File: src/rtl/tcon_cfg_sched.sv
`default_nettype none
// +--------------------------------------------------------------------------+
// | tcon_cfg_sched: frame-synchronous round-robin config scheduler for the   |
// | LCD timing controller threshold / test-mode inputs.                      |
// | Optional auto-sweep: define TCON_CFG_AUTO_SWEEP_EN.                      |
// | Revision: 1.0                                                            |
// +--------------------------------------------------------------------------+
module tcon_cfg_sched #(
  parameter logic [7:0] THRESH_RESET = 8'd128,
  parameter logic [7:0] SWEEP_FRAMES = 8'd8,
  parameter logic [7:0] SWEEP_STEP   = 8'd4
) (
  input  logic        iCLK,
  input  logic        iRST_n,
  input  logic        iVD,
  input  logic        iREQ0,
  input  logic [7:0]  iTHRESH0,
  input  logic        iTEST0,
  output logic        oACK0,
  input  logic        iREQ1,
  input  logic [7:0]  iTHRESH1,
  input  logic        iTEST1,
  output logic        oACK1,
  output logic [7:0]  oTHRESH,
  output logic        oTEST_MODE,
  output logic        oBUSY,
  output logic [15:0] oFRAME_CNT
);

  localparam logic [0:0] S_IDLE = 1'b0;
  localparam logic [0:0] S_PEND = 1'b1;

  logic        r_vd_q;
  logic [0:0]  r_state;
  logic        r_last_grant;
  logic [7:0]  r_pend_thresh;
  logic        r_pend_test;
  logic [7:0]  r_thresh;
  logic        r_test;
  logic        r_ack0;
  logic        r_ack1;
  logic [15:0] r_frame_cnt;

  logic w_sof;
  logic w_any_req;
  logic w_grant;
  logic w_commit;

  assign w_sof     = r_vd_q & ~iVD;
  assign w_any_req = iREQ0 | iREQ1;
  // 1 selects requester 1; on contention the one not granted last time wins
  assign w_grant   = iREQ1 & (~iREQ0 | ~r_last_grant);
  assign w_commit  = (r_state == S_PEND) & w_sof;

`ifdef TCON_CFG_AUTO_SWEEP_EN
  logic [7:0] r_sweep_cnt;

  always_ff @(posedge iCLK or negedge iRST_n) begin
    if (!iRST_n) begin
      r_sweep_cnt <= 8'd0;
    end else if (!r_test || w_commit) begin
      r_sweep_cnt <= 8'd0;
    end else if ((r_state == S_IDLE) && !w_any_req && w_sof) begin
      if (r_sweep_cnt == SWEEP_FRAMES - 8'd1) begin
        r_sweep_cnt <= 8'd0;
      end else begin
        r_sweep_cnt <= r_sweep_cnt + 8'd1;
      end
    end
  end

  logic w_sweep_step;
  assign w_sweep_step = r_test && (r_state == S_IDLE) && !w_any_req && w_sof &&
                        (r_sweep_cnt == SWEEP_FRAMES - 8'd1);
`else
  logic [15:0] w_unused_sweep;
  assign w_unused_sweep = {SWEEP_FRAMES, SWEEP_STEP};
`endif

  always_ff @(posedge iCLK or negedge iRST_n) begin
    if (!iRST_n) begin
      r_vd_q        <= 1'b1;
      r_state       <= S_IDLE;
      r_last_grant  <= 1'b1;
      r_pend_thresh <= 8'd0;
      r_pend_test   <= 1'b0;
      r_thresh      <= THRESH_RESET;
      r_test        <= 1'b0;
      r_ack0        <= 1'b0;
      r_ack1        <= 1'b0;
      r_frame_cnt   <= 16'd0;
    end else begin
      r_vd_q <= iVD;
      r_ack0 <= 1'b0;
      r_ack1 <= 1'b0;
      if (w_sof) begin
        r_frame_cnt <= r_frame_cnt + 16'd1;
      end
      case (r_state)
        S_IDLE: begin
          // A sof coinciding with capture is not used; commit waits one frame
          if (w_any_req) begin
            r_last_grant  <= w_grant;
            r_pend_thresh <= w_grant ? iTHRESH1 : iTHRESH0;
            r_pend_test   <= w_grant ? iTEST1 : iTEST0;
            r_state       <= S_PEND;
          end
`ifdef TCON_CFG_AUTO_SWEEP_EN
          if (w_sweep_step) begin
            r_thresh <= r_thresh + SWEEP_STEP;
          end
`endif
        end
        S_PEND: begin
          if (w_sof) begin
            r_thresh <= r_pend_thresh;
            r_test   <= r_pend_test;
            r_ack0   <= ~r_last_grant;
            r_ack1   <= r_last_grant;
            r_state  <= S_IDLE;
          end
        end
        default: r_state <= S_IDLE;
      endcase
    end
  end

  assign oACK0      = r_ack0;
  assign oACK1      = r_ack1;
  assign oTHRESH    = r_thresh;
  assign oTEST_MODE = r_test;
  assign oBUSY      = (r_state == S_PEND);
  assign oFRAME_CNT = r_frame_cnt;

endmodule
`default_nettype wire

File: config.mk
export PLATFORM = sky130hd
export DESIGN_NAME = tcon_cfg_sched
export DESIGN_NICKNAME = d
export VERILOG_FILES = /design/src/rtl/tcon_cfg_sched.sv
export SDC_FILE = /design/constraint.sdc
export NUM_CORES = 1
export LEC_CHECK = 0
export ABC_AREA = 1
export BUFFER_PORTS_ARGS = -buffer_cell sky130_fd_sc_hd__buf_4
export CELL_PAD_IN_SITES_DETAIL_PLACEMENT = 1
export CELL_PAD_IN_SITES_GLOBAL_PLACEMENT = 1
export CORE_ASPECT_RATIO = 0.5
export CORE_UTILIZATION = 30
export DETAILED_ROUTE_END_ITERATION = 8
export GPL_ROUTABILITY_DRIVEN = 0
export PLACE_DENSITY = 0.66
export SYNTH_ARGS = -nofsm -noshare
export SYNTH_HDL_FRONTEND = slang
export SYNTH_SLANG_ARGS = --single-unit
File: constraint.sdc
create_clock -name iCLK -period 1.83 [get_ports iCLK]
set_input_delay 0.2745 -clock iCLK [delete_from_list [all_inputs] [get_ports iCLK]]
set_output_delay 0.2745 -clock iCLK [all_outputs]
set_load 0.02 [all_outputs]
==> flow_summary_export.csv <==
group,metric,value,unit
critical_path,cp.arrival,1.62,ns
clocking,clock-sinks,39,
finish,syn2layout_area_growth,37.8,%
clocking,cts-resized-gates,0,
clocking,path_clk_slew,0.06,ns
routing,antenna_left,0,
routing,post-route-drc-count,0,
synthesis,yosysSeqAreaShare,56.4,%
finish,fill_cells,666,
routing,first_pass_iters,4,
sta,setup_violations,0,
sta,fin_crit_sh,80.7,%
floorplan,fp.dieArea,0.00612,mm2
power_and_ir_drop,peakVddDrop,0.532,mV
synthesis,synthCells,196,
clocking,cts_tree,"yes",
critical_path,critPathKind,"flop to flop",
critical_path,cp_top_family,"simple AND/OR/NAND/NOR gates",
finish,n_antenna_cell,0,
global_route,grtUsageMet3,3.86,%
critical_path,startpoint_type,"flop",
floorplan,start_util,31.4,%
synthesis,syn-num-nets,220,
global_route,antenna_found_initial,0,
sta,grt_setup_unrepaired,"no",
sta,setup-tns-final,0,ns
critical_path,end_kind,"flop",
sta,slew-limit-headroom,62.6,%
critical_path,crit_chain,"nand2_4, inv_2, nand2_1, nand2_1, o21ai_0",
global_route,grt_max_degree,40,
global_route,grt_overflow,0,
place,hpwl,3080,um
floorplan,num_rows,19,
sta,finalClockSkew,0.00239,ns
power_and_ir_drop,swShare,32.3,%
finish,drive_gt1_share,29.4,%
global_route,grt.total_usage,15.6,%
synthesis,synth_cell_type_count,22,
clocking,root_buffer,"clkbuf_16",
sta,slew_violations,0,
clocking,cts_htree_levels,2,
sta,finalHoldViolations,0,
flow_run,max_cap_violations,0,
power_and_ir_drop,seq_power_share,38.6,%
routing,wl_per_cell,12.7,um
power_and_ir_drop,power.internal,0.00237,W
critical_path,slowest_stage,"dfstp_2",
clocking,clockBufferDepth,2,
sta,max_freq,0.677,GHz
routing,wl,4130,um
critical_path,slowest_delay,0.56,ns
routing,drt_iter0_drc,49,
clocking,clkLatencyLatePin,0.28,ns
finish,mostFrequentLayoutCells,"buf_4, nand2_1, dfrtp_1",
routing,vias,1473,
run_status,outcome,"complete, no violations",
min_path,hold_class,"primary input to flop",
synthesis,yosys_register_bits,39,
power_and_ir_drop,p_leak,1.22,nW
place,io_buffers,50,
sta,post-route-min-period,1.48,ns
clocking,cts_buffers,5,
finish,fin_nets,275,
floorplan,core_area,0.00554,mm2
floorplan,die_x,110,um
finish,fin_util,43.2,%
routing,viasPerCell,4.53,
synthesis,avgSynthCellArea,8.86,um2
global_route,use_met1,19.2,%
synthesis,syn_area,0.00174,mm2
critical_path,cp.buffers_inverters,1,
power_and_ir_drop,p_per_area,1460,mW/mm2
critical_path,crit_top_cell,"nand2_1",
critical_path,crit_fanout,20,
sta,worst_pin_slew,0.560,ns
synthesis,ys_warn_count,0,
finish,final_common_cell,"buf_4",
power_and_ir_drop,p_sw,0.00113,W
global_route,grt.met2_usage,27.2,%
critical_path,cp.required,1.97,ns
global_route,grt_pass1_wl,7250,um
critical_path,r2r_slack,0.35,ns
power_and_ir_drop,clkPwrFrac,32.0,%
floorplan,fp.dieH,55.8,um
global_route,grt_pass1_vias,1543,
floorplan,io_pins,51,
global_route,globalRoute.busiestLayer,"met2",
power_and_ir_drop,comb_power_share,29.4,%
[per-stage QoR]
step	worst slack, ns	power, W	area [um2]	hold WS [ns]	instances
global route	0.228	0.00373	2390	0.103	325
detailed placement	0.346	0.00242	2190	0.280	316
CTS	0.337	0.00356	2390	0.111	325
floorplan	0.511	0.00195	1740	-0.0211	196
global placement	0.455	0.00238	2190	0.276	316
finish	0.352	0.00350	2390	0.114	325
[cells in the mapped netlist, drive strengths merged]
cell    number  area (um2)
buf          3        17.5
clkbuf       1        3.75
dfstp        3        78.8
o21ai       22         110
o22ai        9        56.3
nor2        26         113
xnor2        4        35.0
inv         29         109
xor2         6        52.6
nand3        8        45.0
nor3         2        10.0
dfrtp       36         901
nand4        2        12.5
ha           1        12.5
nand2       44         180
[per-layer routing]
metal | share of wire [%] | routed length (um) | vias up
met5 | 0 | 0 | -
met4 | 0.48 | 20 | 0
met3 | 3.6 | 147 | 2
met2 | 52 | 2150 | 21
met1 | 44 | 1820 | 718
li1 | - | - | 732
[worst reg2reg max path, stage by stage, from the launching register on]
cell     delay [ns]
dfstp_2        0.56
nand2_4        0.09
inv_2          0.10
nand2_1        0.34
nand2_1        0.17
o21ai_0        0.09
[path summary, 6_finish.rpt]
check	startpoint	end	depth (start not counted)
worst max register to register	r_vd_q	oTHRESH[2]	5
worst min-delay path	iVD	r_vd_q	1
worst max-delay path	r_vd_q	oTHRESH[2]	5
min in group asynchronous	iRST_n	oFRAME_CNT[13]	2
worst min register to register	oTHRESH[5]	oTHRESH[5]	2
max in group asynchronous	iRST_n	r_last_grant	2
[what timing repair did]
item                      CTS  global route
hold endpoints to repair   36             0
hold buffers                1             0
setup buffers               0             0
[state kept, by name (all words and copies together) (netlist names)]
signal,flops
oACK1,1
r_pend_test,1
oTEST_MODE,1
oBUSY,1
oACK0,1
oTHRESH,8
r_pend_thresh,8
r_last_grant,1
r_vd_q,1
oFRAME_CNT,16
[kinds of logic (layout without fill, tap and decap cells)]
logic type	count (synthesis)	in the layout	share of synthesized area, %
xor gates and xnor gates	10	10	5.04
DFF	39	39	56.4
AOI/OAI and AO/OA	31	31	9.58
adders and majority gates	1	1	0.720
buffers and inverters	33	89	7.49
and+or+nand+nor	82	82	20.7
[layout make-up]
| cell class | count | area (um2) | area share [%] |
|---|---|---|---|
| well taps | 73 | 91.3 | 3.82 |
| repair buffers | 52 | 393 | 16.4 |
| clock buffers | 5 | 125 | 5.23 |
| multi-input cells | 124 | 627 | 26.2 |
| inverters | 29 | 109 | 4.55 |
| flip-flops and latches | 39 | 980 | 41.0 |
| clock inverters | 3 | 67.6 | 2.82 |
[power by group through the flow]
stage | clock network [W] | logic [W] | registers [W]
finish | 0.00112 | 0.00103 | 0.00135
global route | 0.00118 | 0.00115 | 0.00140
CTS | 0.00115 | 0.00105 | 0.00136
detailed placement | 0 | 0.00105 | 0.00138
global placement | 0 | 0.00101 | 0.00136
floorplan | 0 | 0.000410 | 0.00154
(Power assumes the default switching activity.)
